`config.mk`:
```
export PLATFORM = sky130hd
export DESIGN_NAME = branch_resolve_ctrl
export DESIGN_NICKNAME = d
export VERILOG_FILES = /design/src/rtl/branch_resolve_ctrl.sv
export SDC_FILE = /design/constraint.sdc
export NUM_CORES = 1
export LEC_CHECK = 0
export ABC_AREA = 0
export CAP_MARGIN = 40
export CORE_ASPECT_RATIO = 0.8
export CORE_UTILIZATION = 30
export DETAILED_ROUTE_END_ITERATION = 6
export HOLD_SLACK_MARGIN = 0.06
export SYNTH_ARGS = -nofsm -noshare
export SYNTH_HDL_FRONTEND = slang
export SYNTH_SLANG_ARGS = --single-unit
```
`constraint.sdc`:
```
create_clock -name i_clk -period 5 [get_ports i_clk]
set_input_delay 1 -clock i_clk [delete_from_list [all_inputs] [get_ports i_clk]]
set_output_delay 1 -clock i_clk [all_outputs]
set_load 0.005 [all_outputs]
```
`src/rtl/branch_resolve_ctrl.sv`:
```
// branch_resolve_ctrl: EX-stage branch/jump resolution for the always-taken,
// forwarding pipeline. Selects comparator signedness, decides taken, compares
// the resolved next PC against the fetched PC and, on mismatch, issues a
// one-cycle registered redirect plus a FLUSH_CYCLES-long IF/ID + ID/EX flush.
// Optional feature macro: BRC_PERF_CNT_EN (saturating resolve/mispredict
// counters). Without it both counter outputs are tied to zero.
module branch_resolve_ctrl #(
    parameter int N            = 32,
    parameter int FLUSH_CYCLES = 2,
    parameter int CNT_W        = 32
) (
    input  logic             i_clk,
    input  logic             i_rst_n,
    input  logic             i_hold,
    input  logic             i_ex_valid,
    input  logic             i_ex_is_branch,
    input  logic             i_ex_is_jump,
    input  logic [2:0]       i_ex_funct3,
    input  logic [N-1:0]     i_ex_pc,
    input  logic [N-1:0]     i_ex_target,
    input  logic [N-1:0]     i_pred_pc,
    input  logic             i_br_less,
    input  logic             i_br_equal,
    output logic             o_br_un,
    output logic             o_redirect_valid,
    output logic [N-1:0]     o_redirect_pc,
    output logic             o_flush,
    output logic             o_illegal_br,
    output logic [CNT_W-1:0] o_br_count,
    output logic [CNT_W-1:0] o_mispred_count
);

    localparam int FCW = 4;
    localparam logic [FCW-1:0] FLUSH_LOAD = FCW'(FLUSH_CYCLES);

    typedef enum logic {
        S_IDLE,
        S_FLUSH
    } state_t;

    state_t         state_q, state_d;
    logic [FCW-1:0] cnt_q, cnt_d;

    logic           cond_taken;
    logic           illegal_f3;
    logic           taken;
    logic [N-1:0]   actual_pc;
    logic           can_eval;
    logic           evaluate;
    logic           mispredict;
    logic           illegal_ev;

    logic           redirect_valid_q;
    logic [N-1:0]   redirect_pc_q;
    logic           illegal_q;

    // Unsigned compare only for BLTU/BGEU; non-branches leave the comparator signed.
    assign o_br_un = i_ex_is_branch && (i_ex_funct3[2:1] == 2'b11);

    // Conditional-branch outcome from comparator flags, plus reserved funct3 detect.
    always_comb begin
        cond_taken = 1'b0;
        illegal_f3 = 1'b0;
        case (i_ex_funct3)
            3'b000: cond_taken = i_br_equal;
            3'b001: cond_taken = !i_br_equal;
            3'b100: cond_taken = i_br_less;
            3'b110: cond_taken = i_br_less;
            3'b101: cond_taken = !i_br_less;
            3'b111: cond_taken = !i_br_less;
            3'b010: illegal_f3 = 1'b1;
            3'b011: illegal_f3 = 1'b1;
        endcase
    end

    // Jump overrides the branch decode when both flags are set.
    assign taken     = i_ex_is_jump || cond_taken;
    assign actual_pc = taken ? i_ex_target : (i_ex_pc + N'(4));

    // The last FLUSH cycle also accepts a new resolution so back-to-back
    // mispredicts keep the flush continuous with no idle gap.
    assign can_eval   = (state_q == S_IDLE) || (cnt_q == FCW'(1));
    assign evaluate   = can_eval && i_ex_valid && (i_ex_is_branch || i_ex_is_jump) && !i_hold;
    assign mispredict = evaluate && (actual_pc != i_pred_pc);
    assign illegal_ev = evaluate && !i_ex_is_jump && illegal_f3;

    // Next-state and flush counter: (re)load on mispredict, count down otherwise.
    always_comb begin
        state_d = state_q;
        cnt_d   = cnt_q;
        case (state_q)
            S_IDLE: begin
                if (mispredict) begin
                    state_d = S_FLUSH;
                    cnt_d   = FLUSH_LOAD;
                end
            end
            S_FLUSH: begin
                if (mispredict) begin
                    state_d = S_FLUSH;
                    cnt_d   = FLUSH_LOAD;
                end else if (cnt_q == FCW'(1)) begin
                    state_d = S_IDLE;
                    cnt_d   = '0;
                end else begin
                    cnt_d   = cnt_q - FCW'(1);
                end
            end
            default: begin
                state_d = S_IDLE;
                cnt_d   = '0;
            end
        endcase
    end

    // State, counter and registered outputs; i_hold freezes everything.
    always_ff @(posedge i_clk) begin
        if (!i_rst_n) begin
            state_q          <= S_IDLE;
            cnt_q            <= '0;
            redirect_valid_q <= 1'b0;
            redirect_pc_q    <= '0;
            illegal_q        <= 1'b0;
        end else if (!i_hold) begin
            state_q          <= state_d;
            cnt_q            <= cnt_d;
            redirect_valid_q <= mispredict;
            illegal_q        <= illegal_ev;
            if (mispredict) begin
                redirect_pc_q <= actual_pc;
            end
        end
    end

    assign o_flush          = (state_q == S_FLUSH);
    assign o_redirect_valid = redirect_valid_q;
    assign o_redirect_pc    = redirect_pc_q;
    assign o_illegal_br     = illegal_q;

`ifdef BRC_PERF_CNT_EN
    logic [CNT_W-1:0] br_count_q;
    logic [CNT_W-1:0] mispred_count_q;

    // Saturating performance counters; evaluate already excludes held cycles.
    always_ff @(posedge i_clk) begin
        if (!i_rst_n) begin
            br_count_q      <= '0;
            mispred_count_q <= '0;
        end else if (!i_hold) begin
            if (evaluate && (br_count_q != '1)) begin
                br_count_q <= br_count_q + CNT_W'(1);
            end
            if (mispredict && (mispred_count_q != '1)) begin
                mispred_count_q <= mispred_count_q + CNT_W'(1);
            end
        end
    end

    assign o_br_count      = br_count_q;
    assign o_mispred_count = mispred_count_q;
`else
    assign o_br_count      = '0;
    assign o_mispred_count = '0;
`endif

endmodule

```
Word-level counts from Yosys, hierarchy flattened
Cells that the tools add are included.

storage, ports and cells
  output and inout port bits = 100
  memories = 0
  bits in writable memories = 0
  flip-flop bits (word level) = 39
  bits in read-only memories = 0
  latch bits = 0

cells by class
  reductions and logical operators = 20
  bitwise logic cells = 2
  divide/modulo/power cells = 0
  equal/unequal tests = 11
  shift-type cells = 0
  order comparisons = 0
  add/sub/neg operators = 2
  multipliers = 0
  mux-type cells = 11

operator list
  operator               count
  $add 32x3->32 const B  1
  $mux 32                1
  $ne 32x32->1           1
  $eq 3x3->1 const B     4
  $mux 4                 3
  $pmux 4 s2             1
  $logic_and 1x1->1      7
  $eq 3x2->1 const B     2
  $reduce_or 2->1        3
  $eq 4x1->1 const B     1
  $logic_not 1->1        4
  $mux 1                 4
  $pmux 1 s4             1
  $reduce_and 2->1       2
  $sub 4x1->4 const B    1
  $eq 3x1->1 const B     1
  $logic_not 3->1        1
  $logic_or 1x1->1       3
  $eq 2x2->1 const B     1
  $ne 2x2->1 const B     1
  $not 1->1              2
  $pmux 1 s2             1

Longest topological paths before layout
Gate-level depths: netlist (run 1).

  depth after elaboration = 9
  gate-level depth with buffers = 13

Least setup slack after synthesis (run 1)
Ideal clock, no wire load.

  kind = input to register
  start point = input port i_ex_pc[20]
  end point = register redirect_pc_q[0] (netlist: o_redirect_pc[0])
  setup slack = 0.980 ns
  cell stages on the path = 11
  buffers on the path = 2
  data arrival time = 3.900 ns
  cell sequence = buf_1 -> inv_1 -> or4_4 -> nor4_4 -> o21ai_2 -> or3_1 -> or4_1 -> o31ai_2 -> a21bo_1 -> buf_6 -> mux2_2

between the ends
  longest elaborated chain between the ends = 5

RTL lines
  element                     RTL line  text
  from (decl)                 19        input logic [N-1:0] i_ex_pc,
  $add 32x3->32               78        assign actual_pc = taken ? i_ex_target : (i_ex_pc + N'(4));
  $mux 32                     78
  $ne 32x32->1                84        assign mispredict = evaluate && (actual_pc != i_pred_pc);
  $logic_and 1x1->1           84
  $reduce_and 2->1 (no line)  --
  to (signal assigned)        130       redirect_pc_q <= actual_pc;
  to (decl)                   54        logic [N-1:0] redirect_pc_q;

Every way passes these cells.
A chain may end at the register's enable or synchronous reset.

Worst setup path in the final report (run 1)
  start point = input port i_ex_pc[4]
  end point = register redirect_pc_q[26] (netlist: o_redirect_pc[26])

between the ends
  longest elaborated chain between the ends = 5

RTL lines
  element                     RTL line
  $add 32x3->32 *             78
  $mux 32 *                   78
  $ne 32x32->1                84
  $logic_and 1x1->1           84
  $reduce_and 2->1 (no line)  --

Mark *: on every way between the ends. The rest lies on a longest branch, timed or not.

==> results.md, run 1 <==
* Worst skew pair latency at 0.28 ns
* CP max FO at 19
* Vias per cell at 5.06
* Crit path arrival time at 4.86 ns
* Mapped Area at 4310 sq um
* Sequential area share after synthesis at 18.1%
* Final core utilization at 43.6%
* End of the worst hold path: o_redirect_pc[25]$_SDFFE_PN0P_
* Worst min path class: flip-flop to flip-flop
* Setup crit end kind: flip-flop
* Synth top area share at 18.1%
* Total Nets Final at 815
* Root Driver: clkbuf_16
* Clock Path Buffers at 2
* Synth top area cells: dfxtp_1 (18%), buf_4 (11%), xnor2_1 (9.1%), mux2i_1 (9.0%), nand2_1 (6.1%)
* Area grow syn2layout at 39.3%
* Placer congestion estimate at 0.980
* Combinational Power Share at 36.6%
* Reg2reg setup slack at 3.01 ns
* Post-synth top flop: dfxtp_1
* Min-delay src: o_redirect_pc[25]$_SDFFE_PN0P_
* CTS-repair resized insts at 0
* # Post-CTS Setup Buffers at 0
* Die X at 136 um
* Antenna Nets Post-Route at 0
* Setup violators final at 0
* Share of cells above drive strength 1 at 8.36%
* Net Sw Power at 350 uW
* Largest net degree at the start of global routing at 76
* Rows at 38
* Vias in the first global route at 4364
* Hold Worst Slack at 0.459 ns
* DRC errors left at 0
* FF-to-FF path depth at 8
* R2r startpoint: cnt_q[1]$_SDFFE_PN0P_
* Crit Reg-Reg Endpoint: cnt_q[0]$_SDFFE_PN0P_
* Slew at the pin with the worst max-slew slack at 0.731 ns
* H-tree levels at 2
* Register area at 781 sq um
* Pint at 773 uW
* WS Path Type: input port to flip-flop
* Slew Viols, Final at 0
* CTS sink cnt at 39
* Endpoints failing hold at 0
* 1st-iter DRT viols at 297
* Worst ir drop on vdd at 142 uV
* Port bufs at 142
* Die area at 14900 sq um
* Starting density of the core at 31.3%
* Reg power frac at 30.5%
* Slew margin rel. at 50.8%
* Total GRT Usage at 21.5%
* Final worst path period need at 4.65 ns
* Startpoint Class: input port
* Crit path launch: i_ex_pc[4]
* Count leader, synth: nand2_1
* GRT Residual Overflow at 0
* Total Power at 1120 uW
* Outcome: finished, final reports clean
* N_diodes at 0
* Hold Buf Count CTS at 0
* Pleak at 0.00243 uW
* Fmax at 0.215 GHz
* Drt wl/cell at 18.2 um
* Distinct cells, synth at 65
* Number of fill cells at 1401
* Worst EP required at 5.21 ns
* Synth warn at 0
* Setup TNS Final at 0 ns
* Area leader, netlist: dfxtp_1
* RSZ-0062 raised after global routing: false
* Cells after Synth at 553
* CTS clk-pin slew, worst paths at 0.06 ns
* Total wire length at 16100 um
* Hold depth at 2
* Ys async rst share at 0%
* PD cells at 187 nW/um^2
* I/O Pins at 207
* #FFs+latches synth at 39
* Num CTS Buffers at 5
* Clk_skew at 0.00310 ns
* Post-synth EDFFs at 0
* First-pass GRT wire length at 24000 um
* DR pass1 iterations at 5
* Tcrit/Tclk final at 93.0%
* Commonest cells post-synth: nand2_1 (70), buf_4 (64), xnor2_1 (45), dfxtp_1 (39), mux2i_1 (39)
* Syn Area/Cell at 7.80 sq um
* Max-cap viol count at 0
* HPWL after DPL at 13600 um
* Core ar. at 13800 sq um
* Footprint of the multi-input gates at 3060 sq um
* Antenna violations before repair at 0
* Die Y at 109 um
* Clock share of power at 32.9%
* Via count at 4486
* Sw Ratio at 31.1%
* TritonCTS clock tree: yes
[critical path: stages]
cell and delay, ns:
clkdlybuf4s50_1 0.57, nand4_1 0.34, nor4_1 0.45, buf_4 0.21, nand3_1 0.09, and3b_1 0.25
or3_1 0.38, or4_1 0.51, o31ai_2 0.32, a21bo_2 0.32, buf_12 0.21, mux2i_1 0.21
[worst max-delay path by stage]
stage | to | cells past startpoint
after floorplan | o_redirect_pc[0]$_SDFFE_PN0P_ | 11
after global routing | o_redirect_pc[7]$_SDFFE_PN0P_ | 12
after global placement | o_redirect_pc[3]$_SDFFE_PN0P_ | 11
final | o_redirect_pc[26]$_SDFFE_PN0P_ | 12
after CTS | o_redirect_pc[27]$_SDFFE_PN0P_ | 12
after detailed placement | o_redirect_pc[26]$_SDFFE_PN0P_ | 12
[layout make-up]
| type | count | area share, % |
|---|---|---|
| clock buffers | 5 | 2.08 |
| flip-flops and latches | 39 | 13.0 |
| clock inverters | 3 | 0.729 |
| inverters | 19 | 1.19 |
| well taps | 180 | 3.75 |
| multi-input cells | 463 | 50.9 |
| repair buffers | 177 | 28.4 |
[power by group through the flow]
stage               Sequential (uW)  Clock [uW]  Combinational, uW
floorplan                       347           0                232
global placement                348           0                406
detailed placement              349           0                408
CTS                             342         379                409
global route                    345         391                444
finish                          342         370                411
[stage by stage]
| step | worst slack (ns) | instance area [sq um] | std cells |
|---|---|---|---|
| after CTS | 0.409 | 6010 | 886 |
| after floorplan | 0.980 | 4550 | 616 |
| after global placement | 0.106 | 5840 | 878 |
| after global routing | 0.199 | 6010 | 886 |
| after detailed placement | 0.157 | 5840 | 878 |
| final | 0.350 | 6010 | 886 |
[state kept, by name, summed over array words and instances (netlist names)]
signal,count
o_flush,1
cnt_q,4
o_redirect_valid,1
o_illegal_br,1
o_redirect_pc,32
[placed cells by master, fill, tap and decap left out, types with 3 or more instances in the layout]
cell type	n
buf_4	33
o21ai_0	17
and3_1	9
nor3_1	11
clkdlybuf4s50_1	141
and2_1	6
o22ai_1	7
xor2_1	23
nand2_1	70
o211ai_1	21
nor4_1	13
a21oi_1	4
xnor2_1	45
nand3_1	21
clkbuf_16	5
nor3b_1	3
mux2_2	5
conb_1	64
nor2_1	16
mux2i_1	39
and4_1	4
ha_1	3
dfxtp_1	39
nand4_1	16
or4_1	3
nand2b_1	10
inv_1	19
nor2b_1	7
xnor3_1	3
[cell families (layout without fill, tap and decap cells)]
| group | count (synthesis) | in the layout | share of synthesized area, % |
|---|---|---|---|
| flip-flops | 39 | 39 | 18.1 |
| XOR/XNOR | 71 | 71 | 15.4 |
| buffers and inverters | 114 | 204 | 16.9 |
| adder cells (fa/ha/maj) | 3 | 3 | 0.870 |
| AO/OA/AOI/OAI | 80 | 80 | 13.6 |
| multiplexers | 44 | 44 | 10.4 |
| other | 1 | 64 | 0.0869 |
| AND/OR/NAND/NOR | 201 | 201 | 24.8 |
[per-layer routing]
layer	vias to the layer above	track usage, %	wire length (um)
li1	2133	-	-
met1	2133	29.8	7440
met2	201	33.6	7030
met3	19	4.79	1350
met4	0	5.16	248
met5	-	0	0
(Power assumes the default switching activity.)
==> run 2: changes to the inputs <==
--- a/config.mk
+++ b/config.mk
@@ -8,6 +8,7 @@
 export ABC_AREA = 0
 export CAP_MARGIN = 40
 export CORE_ASPECT_RATIO = 0.8
+export CORE_MARGIN = 8
 export CORE_UTILIZATION = 30
 export DETAILED_ROUTE_END_ITERATION = 6
 export HOLD_SLACK_MARGIN = 0.06
==> run 2 against run 1 <==
Effect of this change: clock skew is 0.0047 ns higher; setup slack worse by 0.049 ns; first-iteration DRC count is 26% higher; cell count shrank 0.11%; sequential power about the same; non-clock buffer count down 5; wire length rose by 5.2%; maximum frequency shrank 1.0%; hold slack lost 0.0023 ns; clock power barely moved; largest power group unchanged.
==> results.md, run 2 (synthesis gave the netlist of run 1 again) <==
* CTS sink cnt at 39
* Worst skew pair latency at 0.28 ns
* First-pass GRT wire length at 25200 um
* Slowest CP cell: clkdlybuf4s50_1
* Worst min path class: flip-flop to flip-flop
* Share of cells above drive strength 1 at 7.70%
* Clk_skew at 0.00781 ns
* Pleak at 0.00240 uW
* PD cells at 187 nW/um^2
* Antenna Nets Post-Route at 0
* Crit Reg-Reg Endpoint: cnt_q[0]$_SDFFE_PN0P_
* H-tree levels at 2
* Slew at the pin with the worst max-slew slack at 0.880 ns
* Final Non-Filler Cells at 885
* Setup crit end kind: flip-flop
* Final worst path period need at 4.70 ns
* Antenna violations before repair at 0
* Leading cell type in the layout, fill and taps excluded: clkdlybuf4s50_1
* CP max FO at 7
* Reg2reg setup slack at 3.01 ns
* Cell chain of the critical path: clkdlybuf4s50_1, ha_1, nand4_1, or4_1, xor2_1, a21oi_1, a2111oi_0, o2111ai_1, o31ai_2, a21bo_2, mux2_2
* Via count at 4395
* Clock Path Buffers at 2
* Placer congestion estimate at 0.893
* Die area at 18500 sq um
* Core ar. at 14200 sq um
* Die X at 150 um
* Dpl cells at 877
* Placed instance area at 5810 sq um
* Vias per cell at 4.97
* I/O Pins at 207
* Hold Buf Count CTS at 0
* Num CTS Buffers at 5
* Number of fill cells at 1446
* Die Y at 123 um
* Tcrit/Tclk final at 94.0%
* Slew Viols, Final at 0
* N_diodes at 0
* Setup violators final at 0
* DRC errors left at 0
* # Post-CTS Setup Buffers at 0
* Worst EP required at 5.17 ns
* RSZ-0062 raised after global routing: false
* HPWL after DPL at 14500 um
* Root Driver: clkbuf_16
* Max-cap viol count at 0
* TritonCTS clock tree: yes
* DR pass1 iterations at 7
* Endpoints failing hold at 0
* Footprint of the multi-input gates at 3060 sq um
* 1st-iter DRT viols at 375
* FF-to-FF path depth at 8
* Port bufs at 142
* Register area at 781 sq um
* Area grow syn2layout at 38.6%
* Crit path arrival time at 4.86 ns
* Vias in the first global route at 4514
* Largest net degree at the start of global routing at 52
* WS Path Type: input port to flip-flop
* Total Power at 1120 uW
* R2r startpoint: cnt_q[1]$_SDFFE_PN0P_
* CTS-repair resized insts at 0
* Worst ir drop on vdd at 117 uV
* Critical path's largest stage delay at 0.71 ns
* Post-route cell area at 5980 sq um
* Max reg flops at 32
* Crit path launch: i_ex_pc[2]
* Setup TNS Final at 0 ns
* Starting density of the core at 30.5%
* Total Nets Final at 810
* Drt wl/cell at 19.1 um
* CTS clk-pin slew, worst paths at 0.06 ns
* Crit path capture: o_redirect_pc[3]$_SDFFE_PN0P_
* Startpoint Class: input port
* Outcome: finished, final reports clean
* Slew margin rel. at 41.3%
* Most frequent cells in the layout: clkdlybuf4s50_1 (141), nand2_1 (70), conb_1 (64)
* Fmax at 0.213 GHz
* Total wire length at 16900 um
* GRT Residual Overflow at 0
* Rows at 39
* Total GRT Usage at 17.5%
[run 2: changes by cell type in the layout (fill, tap and decap cells not counted), sizes merged]
cell,before,now
buf,36,31
[run 2: critical path: cells and delay by family]
kind	cells	cell delay [ns]
AND/OR/NAND/NOR	2	0.74
adder cells (fa/ha/maj)	1	0.36
buffers and inverters	1	0.71
XOR/XNOR	1	0.19
multiplexers	1	0.36
AO/OA/AOI/OAI	5	1.50
[run 2: worst min-delay path by stage]
stage | start | endpoint | slack [ns] | cells past startpoint
2_1_floorplan | o_redirect_pc[9]$_SDFFE_PN0P_ | o_redirect_pc[9]$_SDFFE_PN0P_ | 0.45 | 2
3_3_place_gp | o_redirect_pc[20]$_SDFFE_PN0P_ | o_redirect_pc[20]$_SDFFE_PN0P_ | 0.45 | 2
3_5_place_dp | o_redirect_pc[22]$_SDFFE_PN0P_ | o_redirect_pc[22]$_SDFFE_PN0P_ | 0.46 | 2
4_1_cts | o_redirect_pc[22]$_SDFFE_PN0P_ | o_redirect_pc[22]$_SDFFE_PN0P_ | 0.46 | 2
5_1_grt | o_redirect_pc[12]$_SDFFE_PN0P_ | o_redirect_pc[12]$_SDFFE_PN0P_ | 0.48 | 2
6_report | o_redirect_pc[12]$_SDFFE_PN0P_ | o_redirect_pc[12]$_SDFFE_PN0P_ | 0.46 | 2
[run 2: layout make-up]
cell class,instances,share of cell area (%)
Clock buffer,5,2.09
Clock inverter,3,0.733
Inverter,19,1.19
Multi-Input combinational cell,463,51.2
Sequential cell,39,13.1
Tap cell,184,3.85
Timing Repair Buffer,172,27.9
[run 2: stage by stage]
| step | utilization (%) | setup WS [ns] | hold WS, ns |
|---|---|---|---|
| 2_1_floorplan | - | 0.980 | 0.454 |
| 3_3_place_gp | 41.1 | -0.0197 | 0.449 |
| 3_5_place_dp | 41.1 | 0.0426 | 0.456 |
| 4_1_cts | 42.2 | 0.301 | 0.464 |
| 5_1_grt | 42.2 | 0.0362 | 0.482 |
| 6_report | 42.2 | 0.301 | 0.456 |
[run 2: routing by layer]
metal	part of all wire [%]	routed length, um	GRT usage [%]
met5	0	0	0
met4	1.4	240	4.24
met3	7.8	1320	4.02
met2	46	7830	29.1
met1	45	7540	22.6
[run 2: where the power goes]
group	leakage, uW	total, uW	internal (uW)	switching, uW
clock network	0.0000838	368	235	133
logic	0.00200	409	207	202
registers	0.000318	342	330	12.1
total	0.00240	1120	772	347
==> run 3: changes to the inputs <==
--- a/config.mk
+++ b/config.mk
@@ -9,9 +9,10 @@
 export CAP_MARGIN = 40
 export CORE_ASPECT_RATIO = 0.8
 export CORE_MARGIN = 8
-export CORE_UTILIZATION = 30
+export CORE_UTILIZATION = 35
 export DETAILED_ROUTE_END_ITERATION = 6
 export HOLD_SLACK_MARGIN = 0.06
+export PLACE_DENSITY = 0.71
 export SYNTH_ARGS = -nofsm -noshare
 export SYNTH_HDL_FRONTEND = slang
 export SYNTH_SLANG_ARGS = --single-unit
==> run 3 against run 2 <==
Effect of this change: cell count shrank 3.7%; combinational power about the same; die area fell by 13%; clock skew about the same; critical endpoint is now o_redirect_pc[10]$_SDFFE_PN0P_; critical path depth grew 2.
==> results.md, run 3 (synthesis gave the netlist of run 1 again) <==
* Grt peak-use layer: met2
* 1st-iter DRT viols at 348
* Met3 GRT Util at 3.98%
* Placed instance area at 5770 sq um
* Max reg flops at 32
* Port bufs at 142
* Hold Buf Count CTS at 0
* DRC errors left at 0
* Total Nets Final at 809
* Slew at the pin with the worst max-slew slack at 0.813 ns
* Slew margin rel. at 45.8%
* H-tree levels at 2
* Slew Viols, Final at 0
* Via count at 4453
* CTS sink cnt at 39
* Rows at 36
* Cell chain of the critical path: clkdlybuf4s50_1, nand4_1, buf_4, nor4_1, buf_4, nand3_1, and3b_1, or3_1, or4_1, o31ai_2, a21bo_2, buf_12, mux2i_1
* Dpl cells at 844
* Worst skew pair latency at 0.28 ns
* Post-route cell area at 5920 sq um
* Grt met1 use at 24.2%
* Most repeated library cell on the critical path: buf_4
* Setup TNS Final at 0 ns
* Setup crit end kind: flip-flop
* TritonCTS clock tree: yes
* Total Power at 1060 uW
* Leading cell type in the layout, fill and taps excluded: clkdlybuf4s50_1
* RSZ-0062 raised after global routing: false
* DR pass1 iterations at 5
* Worst ir drop on vdd at 127 uV
* Final Non-Filler Cells at 852
* I/O Pins at 207
* CP max FO at 20
* Total wire length at 16100 um
* Clock Path Buffers at 2
* Num CTS Buffers at 5
* Root Driver: clkbuf_16
* Max-cap viol count at 0
* # Post-CTS Setup Buffers at 0
* Starting density of the core at 35.6%
* Area grow syn2layout at 37.2%
* Endpoints failing hold at 0
* Antenna violations before repair at 0
* Outcome: finished, final reports clean
* Fmax at 0.215 GHz
* Core ar. at 12100 sq um
* Antenna Nets Post-Route at 0
* First-pass GRT wire length at 24900 um
* Die area at 16200 sq um
* Crit path arrival time at 4.85 ns
* GRT Residual Overflow at 0
* N_diodes at 0
* Worst EP required at 5.21 ns
* Pleak at 0.00238 uW
* CTS clk-pin slew, worst paths at 0.06 ns
* Vias in the first global route at 4546
* Placer congestion estimate at 0.965
* Setup violators final at 0
* Critical path's largest stage delay at 0.60 ns
* GR Util met2 at 33.7%
* Crit path max-delay family: simple AND/OR/NAND/NOR gates
* Slowest CP cell: clkdlybuf4s50_1
* Tcrit/Tclk final at 92.9%
* Most frequent cells in the layout: clkdlybuf4s50_1 (141), nand2_1 (70), conb_1 (64)
* Startpoint Class: input port
* Worst path bufs/invs at 4
* PD cells at 180 nW/um^2
* Drt wl/cell at 19.0 um
* CTS-repair resized insts at 0
* Die X at 140 um
* Final worst path period need at 4.64 ns
* Clk_skew at 0.00752 ns
* Worst min path class: flip-flop to flip-flop
* Share of cells above drive strength 1 at 7.57%
* Die Y at 115 um
* HPWL after DPL at 13900 um
* Total GRT Usage at 19.3%
* WS Path Type: input port to flip-flop
* Vias per cell at 5.23
* Largest net degree at the start of global routing at 41
run 3: cell type report:
class | instances | area (sq um)
repair buffers | 171 | 1670
multi-input cells | 463 | 3060
clock inverters | 3 | 20.0
inverters | 19 | 71.3
flip-flops and latches | 39 | 781
clock buffers | 5 | 125
fillers | 1178 | 6200
well taps | 152 | 190
run 3: where the power goes:
group / internal (uW) / switching (uW) / total, uW
clock: 184 / 130 / 313
sequential: 330 / 12.9 / 342
combinational: 208 / 199 / 407
total: 722 / 341 / 1060
run 3: worst paths after layout:
path,slack [ns],cells past startpoint,start,endpoint
worst min register to register,0.46,2,o_redirect_pc[8]$_SDFFE_PN0P_,o_redirect_pc[8]$_SDFFE_PN0P_
worst max register to register,3.02,7,cnt_q[0]$_SDFFE_PN0P_,cnt_q[0]$_SDFFE_PN0P_
worst min-delay path,0.46,2,o_redirect_pc[8]$_SDFFE_PN0P_,o_redirect_pc[8]$_SDFFE_PN0P_
worst max-delay path,0.36,13,i_ex_pc[4],o_redirect_pc[10]$_SDFFE_PN0P_
run 3: layer usage:
layer  wire length (um)  share of wire, %
met2               7780                48
met1               7010                43
met3               1150               7.1
met5                  0                 0
met4                206               1.3
run 3: per-stage QoR:
stage	worst slack, ns	util [%]	hold WS, ns
2_1_floorplan	0.980	-	0.454
3_3_place_gp	0.165	47.7	0.448
3_5_place_dp	0.0802	47.7	0.452
4_1_cts	0.361	48.9	0.461
5_1_grt	0.119	48.9	0.476
6_report	0.357	48.9	0.459
run 3: tightest hold or removal path: stages (launching register included):
cell	delay, ns
dfxtp_1	0.31
nand2_1	0.05
mux2i_1	0.05
